`src/rtl/pc_sequencer_pkg.sv`:
```
// pc_sequencer_pkg: shared types and constants for the program-counter sequencer.
package pc_sequencer_pkg;

  typedef enum logic [1:0] {
    ST_IDLE   = 2'd0,
    ST_FETCH  = 2'd1,
    ST_EXEC   = 2'd2,
    ST_HALTED = 2'd3
  } seq_state_e;

  localparam logic [31:0] PC_INCR      = 32'd4;
  localparam int          JUMP_INDEX_W = 26;
  localparam int          JUMP_HI_W    = 4;

  // Jump target keeps the 256 MB region of the sequential PC and word-aligns the index.
  function automatic logic [31:0] jump_target(input logic [JUMP_HI_W-1:0]    pc_plus4_hi,
                                              input logic [JUMP_INDEX_W-1:0] index);
    return {pc_plus4_hi, index, 2'b00};
  endfunction

endpackage

```
`src/rtl/pc_sequencer_if.sv`:
```
// pc_sequencer_if: instruction-memory handshake plus the core's per-instruction controls.
interface pc_sequencer_if;
  import pc_sequencer_pkg::*;

  logic                    imem_req;
  logic [31:0]             imem_addr;
  logic                    imem_ack;
  logic                    instr_valid;
  logic                    exec_done;
  logic                    branch;
  logic                    zero;
  logic                    jump;
  logic                    halt;
  logic [31:0]             branch_offset;
  logic [JUMP_INDEX_W-1:0] jump_index;

  // Sequencer side
  modport master (
    output imem_req, imem_addr, instr_valid,
    input  imem_ack, exec_done, branch, zero, jump, halt, branch_offset, jump_index
  );

  // Memory / core side
  modport slave (
    input  imem_req, imem_addr, instr_valid,
    output imem_ack, exec_done, branch, zero, jump, halt, branch_offset, jump_index
  );

endinterface

```
`src/rtl/pc_sequencer_pc_next_sel.sv`:
```
// pc_sequencer_pc_next_sel: combinational next-PC mux (halt > jump > taken branch > PC+4)
// and the branch-taken select.
module pc_sequencer_pc_next_sel
  import pc_sequencer_pkg::*;
(
  input  logic [31:0]             pc,
  input  logic                    in_exec,
  input  logic                    branch,
  input  logic                    zero,
  input  logic                    jump,
  input  logic                    halt,
  input  logic [31:0]             branch_offset,
  input  logic [JUMP_INDEX_W-1:0] jump_index,
  output logic [31:0]             pc_next,
  output logic                    pc_src
);

  logic [31:0] pc_plus4;
  logic [31:0] branch_tgt;
  logic [31:0] jump_tgt;
  logic        br_taken;

  // Candidate targets; all arithmetic wraps modulo 2^32, offset bits shifted out are lost.
  always_comb begin
    pc_plus4   = pc + PC_INCR;
    branch_tgt = pc_plus4 + (branch_offset << 2);
    jump_tgt   = jump_target(pc_plus4[31:32-JUMP_HI_W], jump_index);
    br_taken   = branch & zero;
  end

  // Priority select; pc_src is reported only while an instruction is executing.
  always_comb begin
    pc_next = pc_plus4;
    if (halt)          pc_next = pc;
    else if (jump)     pc_next = jump_tgt;
    else if (br_taken) pc_next = branch_tgt;
    pc_src = br_taken & in_exec;
  end

endmodule

```
`src/rtl/pc_sequencer.sv`:
```
// pc_sequencer: program counter owner; fetches via req/ack, waits for exec_done,
// then advances to the selected next PC.
// Optional feature macro: PC_SEQ_BRANCH_STATS_EN adds saturating taken/not-taken branch counters.
//
// state  | meaning
// IDLE   | waiting for start, no fetch outstanding
// FETCH  | imem_req high at imem_addr=pc until imem_ack
// EXEC   | instruction executing, instr_valid high until exec_done
// HALTED | halt executed; only reset leaves
module pc_sequencer
  import pc_sequencer_pkg::*;
#(
  parameter logic [31:0] RESET_PC = 32'h0000_0000
`ifdef PC_SEQ_BRANCH_STATS_EN
  , parameter int STATS_W = 16
`endif
) (
  input  logic                clk,
  input  logic                reset,
  input  logic                start,
  pc_sequencer_if.master      bus,
  output logic [31:0]         pc,
  output logic                pc_src,
  output logic                halted
`ifdef PC_SEQ_BRANCH_STATS_EN
  , output logic [STATS_W-1:0] branch_taken_cnt
  , output logic [STATS_W-1:0] branch_not_taken_cnt
`endif
);

  seq_state_e  state_q, state_d;
  logic [31:0] pc_q, pc_d;
  logic [31:0] pc_next;
  logic        in_exec;
  logic        retire;

  assign in_exec = (state_q == ST_EXEC);
  assign retire  = in_exec & bus.exec_done;

  pc_sequencer_pc_next_sel u_pc_next_sel (
    .pc            (pc_q),
    .in_exec       (in_exec),
    .branch        (bus.branch),
    .zero          (bus.zero),
    .jump          (bus.jump),
    .halt          (bus.halt),
    .branch_offset (bus.branch_offset),
    .jump_index    (bus.jump_index),
    .pc_next       (pc_next),
    .pc_src        (pc_src)
  );

  // State and PC registers with synchronous reset
  always_ff @(posedge clk) begin
    if (reset) begin
      state_q <= ST_IDLE;
      pc_q    <= RESET_PC;
    end else begin
      state_q <= state_d;
      pc_q    <= pc_d;
    end
  end

  // Next-state and next-PC; inputs outside their owning state are ignored
  always_comb begin
    state_d = state_q;
    pc_d    = pc_q;
    case (state_q)
      ST_IDLE:   if (start) state_d = ST_FETCH;
      ST_FETCH:  if (bus.imem_ack) state_d = ST_EXEC;
      ST_EXEC: begin
        if (bus.exec_done) begin
          pc_d    = pc_next;
          state_d = bus.halt ? ST_HALTED : ST_FETCH;
        end
      end
      ST_HALTED: state_d = ST_HALTED;
      default:   state_d = ST_IDLE;
    endcase
  end

  // Moore outputs decoded from state
  always_comb begin
    bus.imem_req    = (state_q == ST_FETCH);
    bus.imem_addr   = pc_q;
    bus.instr_valid = (state_q == ST_EXEC);
    halted          = (state_q == ST_HALTED);
    pc              = pc_q;
  end

`ifdef PC_SEQ_BRANCH_STATS_EN
  logic [STATS_W-1:0] taken_q, taken_d;
  logic [STATS_W-1:0] not_taken_q, not_taken_d;
  logic               count_br;

  assign count_br = retire & bus.branch & ~bus.jump & ~bus.halt;

  // Saturating branch counters, only for retired plain conditional branches
  always_comb begin
    taken_d     = taken_q;
    not_taken_d = not_taken_q;
    if (count_br) begin
      if (bus.zero) begin
        if (taken_q != {STATS_W{1'b1}}) taken_d = taken_q + 1'b1;
      end else begin
        if (not_taken_q != {STATS_W{1'b1}}) not_taken_d = not_taken_q + 1'b1;
      end
    end
  end

  // Counter registers
  always_ff @(posedge clk) begin
    if (reset) begin
      taken_q     <= '0;
      not_taken_q <= '0;
    end else begin
      taken_q     <= taken_d;
      not_taken_q <= not_taken_d;
    end
  end

  assign branch_taken_cnt     = taken_q;
  assign branch_not_taken_cnt = not_taken_q;
`endif

endmodule

```
`src/flat_wrapper.sv`:
```
// flat-port wrapper written by rule: the top's interface ports become plain ports
module pc_sequencer_flat import pc_sequencer_pkg::*;
#(
  parameter logic [31:0] RESET_PC = 32'h0000_0000

)
  (clk, reset, start, pc, pc_src, halted, bus_imem_req, bus_imem_addr, bus_instr_valid, bus_imem_ack, bus_exec_done, bus_branch, bus_zero, bus_jump, bus_halt, bus_branch_offset, bus_jump_index);
  pc_sequencer_if bus_i ();
  input  logic clk;
  input  logic reset;
  input  logic start;
  output logic [31:0] pc;
  output logic pc_src;
  output logic halted;
  output wire logic [$bits(bus_i.imem_req)-1:0] bus_imem_req;
  output wire logic [$bits(bus_i.imem_addr)-1:0] bus_imem_addr;
  output wire logic [$bits(bus_i.instr_valid)-1:0] bus_instr_valid;
  input wire logic [$bits(bus_i.imem_ack)-1:0] bus_imem_ack;
  input wire logic [$bits(bus_i.exec_done)-1:0] bus_exec_done;
  input wire logic [$bits(bus_i.branch)-1:0] bus_branch;
  input wire logic [$bits(bus_i.zero)-1:0] bus_zero;
  input wire logic [$bits(bus_i.jump)-1:0] bus_jump;
  input wire logic [$bits(bus_i.halt)-1:0] bus_halt;
  input wire logic [$bits(bus_i.branch_offset)-1:0] bus_branch_offset;
  input wire logic [$bits(bus_i.jump_index)-1:0] bus_jump_index;
  assign bus_imem_req = bus_i.imem_req;
  assign bus_imem_addr = bus_i.imem_addr;
  assign bus_instr_valid = bus_i.instr_valid;
  assign bus_i.imem_ack = bus_imem_ack;
  assign bus_i.exec_done = bus_exec_done;
  assign bus_i.branch = bus_branch;
  assign bus_i.zero = bus_zero;
  assign bus_i.jump = bus_jump;
  assign bus_i.halt = bus_halt;
  assign bus_i.branch_offset = bus_branch_offset;
  assign bus_i.jump_index = bus_jump_index;
  pc_sequencer #(.RESET_PC(RESET_PC)) u_core (.clk(clk), .reset(reset), .start(start), .bus(bus_i), .pc(pc), .pc_src(pc_src), .halted(halted));
endmodule
```
`config.mk`:
```
export PLATFORM = sky130hd
export DESIGN_NAME = pc_sequencer_flat
export DESIGN_NICKNAME = d
export VERILOG_FILES = /design/src/rtl/pc_sequencer_pkg.sv /design/src/rtl/pc_sequencer_if.sv /design/src/rtl/pc_sequencer_pc_next_sel.sv /design/src/rtl/pc_sequencer.sv /design/src/flat_wrapper.sv
export SDC_FILE = /design/constraint.sdc
export NUM_CORES = 1
export LEC_CHECK = 0
export CAP_MARGIN = 20
export CORE_MARGIN = 2
export CORE_UTILIZATION = 41
export DETAILED_ROUTE_END_ITERATION = 8
export PLACE_DENSITY = 0.72
export RECOVER_POWER = 25
export SYNTH_ARGS = -nofsm -noshare
export SYNTH_HDL_FRONTEND = slang
export SYNTH_SLANG_ARGS = --single-unit
```
`constraint.sdc`:
```
create_clock -name clk -period 4.5 [get_ports clk]
set_clock_uncertainty 0.2 [all_clocks]
set_input_delay 0.675 -clock clk [delete_from_list [all_inputs] [get_ports clk]]
set_output_delay 0.675 -clock clk [all_outputs]
set_load 0.01 [all_outputs]
```
==> run_results.csv <==
group,metric,value,unit
timing,rsz0062_at_grt,"no",
detailed_routing,via_per_inst,5.71,
worst_hold_path,min_from,"u_core.state_q[0]$_SDFFE_PP0P_",
logic_synthesis,synthXorXnorAreaFrac,0.0988,
clocking,cts_tree,"yes",
setup_path,worstPathArrival,4210,ps
timing,max_slew_margin,0.326,
logic_synthesis,syn_inst,559,
detailed_routing,routed_wl,14000,µm
logic_synthesis,yosys-top-cells-count,"nand2_1 (63), nor2_1 (56), a21oi_1 (45)",
timing,layout_setup_ws,290,ps
global_routing,grt_pass1_vias,4468,
detailed_routing,drtIter0Drc,344,
placement,hpwlAfterDp,10600,µm
clocking,clock-sinks,32,
global_routing,grt_overflow,0,
floorplan,core_area,9820,µm²
floorplan,io_pins,135,
detailed_routing,drc_errors,0,
floorplan,initial_utilization,0.424,
logic_synthesis,synth_seq_cells,32,
power_and_ir_drop,power.leakage,0.00228,µW
logic_synthesis,ys_warn_count,0,
placement,io_buffers,128,
floorplan,die_h,105,µm
job,maxCapViolCount,0,
detailed_routing,vias,4564,
logic_synthesis,synthTopCellsByArea,"dfxtp_1 (15%), ha_1 (11%), xnor2_1 (6.5%), buf_4 (6.1%), nand2_1 (5.7%)",
clocking,cts_buffers,5,
setup_path,crit_family,"compound AO/OA/AOI/OAI gates",
global_routing,antenna_found_initial,0,
logic_synthesis,synthAdderAreaFrac,0.116,
timing,tightest_slew,1010,ps
logic_synthesis,ys_seq_area_frac,0.154,
worst_hold_path,worstHoldPathCells,2,
timing,setup_tns,0,ps
timing,fin_crit,4210,ps
setup_path,path_buf_inv,0,
placement,pre_cts_ws,134,ps
power_and_ir_drop,power.density,160,nW/µm²
detailed_routing,post_drt_wl_per_cell,17.5,µm
logic_synthesis,syn_area_per_cell,7.45,µm²
clocking,cts_buffer_depth,2,
logic_synthesis,yosysTopAreaCell,"dfxtp_1",
setup_path,cp_slowest_cell,"dfxtp_1",
setup_path,crit_path_start,"u_core.bus.imem_addr[6]$_SDFFE_PP0P_",
logic_synthesis,synth_edf_count,0,
placement,place_congestion,0.889,
global_routing,grt_max_degree,32,
power_and_ir_drop,ir_drop,0.115,mV
power_and_ir_drop,power,890,µW
cells_and_area,insertedDiodeCount,0,
logic_synthesis,yosysMostFrequentCell,"nand2_1",
setup_path,worst-r2r-cell-count,16,
setup_path,r2r_start,"u_core.bus.imem_addr[6]$_SDFFE_PP0P_",
clocking,htree_levels,2,
placement,placed_area,5440,µm²
timing,timing.final.crit_share,0.936,
cells_and_area,fin_cells,799,
run_status,run_status,"completed",
setup_path,worst-path-max-fanout,6,
cells_and_area,drive_above_1_share,0.0841,
worst_hold_path,min_path_type,"flop to flop",
logic_synthesis,synth_compound_area_frac,0.274,
setup_path,end_kind,"flop",
clocking,clk_latency,300,ps
floorplan,die_x,105,µm
logic_synthesis,synth_top_area_frac,0.154,
global_routing,grt_pass1_wl,22200,µm
logic_synthesis,ys.flop_type,"dfxtp_1",
floorplan,fp.dieArea,11000,µm²
logic_synthesis,synth_area,4170,µm²
timing,drv_slew,0,
setup_path,crit_path_start_kind,"flop",
logic_synthesis,synth_top_family_by_area,"compound AO/OA/AOI/OAI gates",
setup_path,cpPeakStageDelay,460,ps
timing,timing.fmax,238,MHz
cells_and_area,area_delta_synth_final,33.4,%
logic_synthesis,synthMuxAreaShare,0.0123,
cells_and_area,fin_area,5560,µm²
clocking,cts-root-buf,"clkbuf_8",
global_routing,grt_usage,0.247,
logic_synthesis,synthSimpleGateAreaFrac,0.250,
detailed_routing,ant_nets,0,
clocking,path_clk_slew,90,ps
cells_and_area,fin_nets,770,
setup_path,path_cells,"and4_4 -> nand4_4 -> nor2_4 -> nand3_1 -> nor2_1 -> xor2_1 -> ha_1 -> a21oi_1 -> o21ai_1 -> a221o_1 -> a21o_1 -> a2111oi_1 -> a311o_1 -> or4_1 -> nand4_1 -> a211o_1",
setup_path,required,4500,ps
logic_synthesis,async_reset_ff_frac,0,
timing,finalSetupViolations,0,
timing,hold_viol,0,
setup_path,cp.depth,16,
floorplan,rows,36,
setup_path,worstSetupPathType,"flop to flop",
placement,dpl.cell_count,791,
detailed_routing,drtPass1Iterations,5,
logic_synthesis,synth.distinct_cells,75,
==> placed cells by master (no fill, tap or decap), drive strengths merged, types with 4 or more instances in the layout <==
master	n
o22a	4
nand3	20
o21ai	22
conb	4
nand2	63
mux2i	4
and3	13
and2	6
a21oi	46
nor2b	4
or3	4
xnor2	31
o21a	5
nand4	10
a31oi	9
inv	9
dfxtp	32
a211oi	14
clkdlybuf4s50	106
a22o	4
ha	37
nor3	13
nor2	56
clkbuf	6
a21o	11
a32o	4
and4	4
o211ai	11
buf	22
o21bai	11
xor2	16
dlygate4sd3	22
==> power by group <==
part	internal, µW	total, µW	switching, µW
combinational	144	286	142
clock	164	300	136
sequential	291	304	12.2
total	600	890	290
==> path summary, 6_finish.rpt <==
kind,end,slack (ps)
min,u_core.state_q[1]$_SDFFE_PP0P_,330
max reg2reg,u_core.bus.imem_addr[31]$_SDFFE_PP0P_,290
max,u_core.bus.imem_addr[31]$_SDFFE_PP0P_,290
min reg2reg,u_core.state_q[1]$_SDFFE_PP0P_,330
==> sequential cells by signal (all words and copies together), names as in the netlist <==
register	count
u_core.state_q	2
u_core.bus.imem_addr	30
==> routing by layer <==
layer	track usage	up-vias	routed length [µm]	part of all wire
li1	-	2222	-	-
met1	0.327	2106	6100	0.44
met2	0.406	209	6490	0.46
met3	0.0343	27	1100	0.078
met4	0.0971	0	325	0.023
met5	0	-	0	0
==> logic make-up (layout without fill, tap and decap cells) <==
| kind of cell | Yosys count | in the layout |
|---|---|---|
| compound gates | 165 | 165 |
| xor+xnor | 47 | 47 |
| fa+ha+maj | 38 | 38 |
| buf+inv | 64 | 168 |
| flops | 32 | 32 |
| mux | 5 | 5 |
| other cells | 1 | 4 |
| simple gates | 207 | 207 |
==> tightest hold or removal path, cell delays in order (launching register included) <==
cell and delay (ps):
dfxtp_1 350, o21ai_0 80, a21oi_1 60
==> stage by stage <==
step / hold WS (ps) / util
2_1_floorplan: 274 / -
3_3_place_gp: 295 / 0.554
3_5_place_dp: 322 / 0.554
4_1_cts: 328 / 0.565
5_1_grt: 369 / 0.566
6_report: 333 / 0.566
==> final cells by class <==
| type | count | area (µm²) |
|---|---|---|
| clock buffers | 5 | 68.8 |
| inverters | 9 | 33.8 |
| fillers | 1003 | 4260 |
| well taps | 133 | 166 |
| flip-flops and latches | 32 | 642 |
| multi-input cells | 466 | 3160 |
| repair buffers | 151 | 1450 |
| clock inverters | 3 | 42.5 |
==> timing repair <==
item,CTS,global route
buffers inserted,0,0
endpoints found under the hold margin,0,0
hold buffers,0,0
setup endpoints to repair,0,1
gates resized for setup,0,4
(Power assumes the default switching activity.)
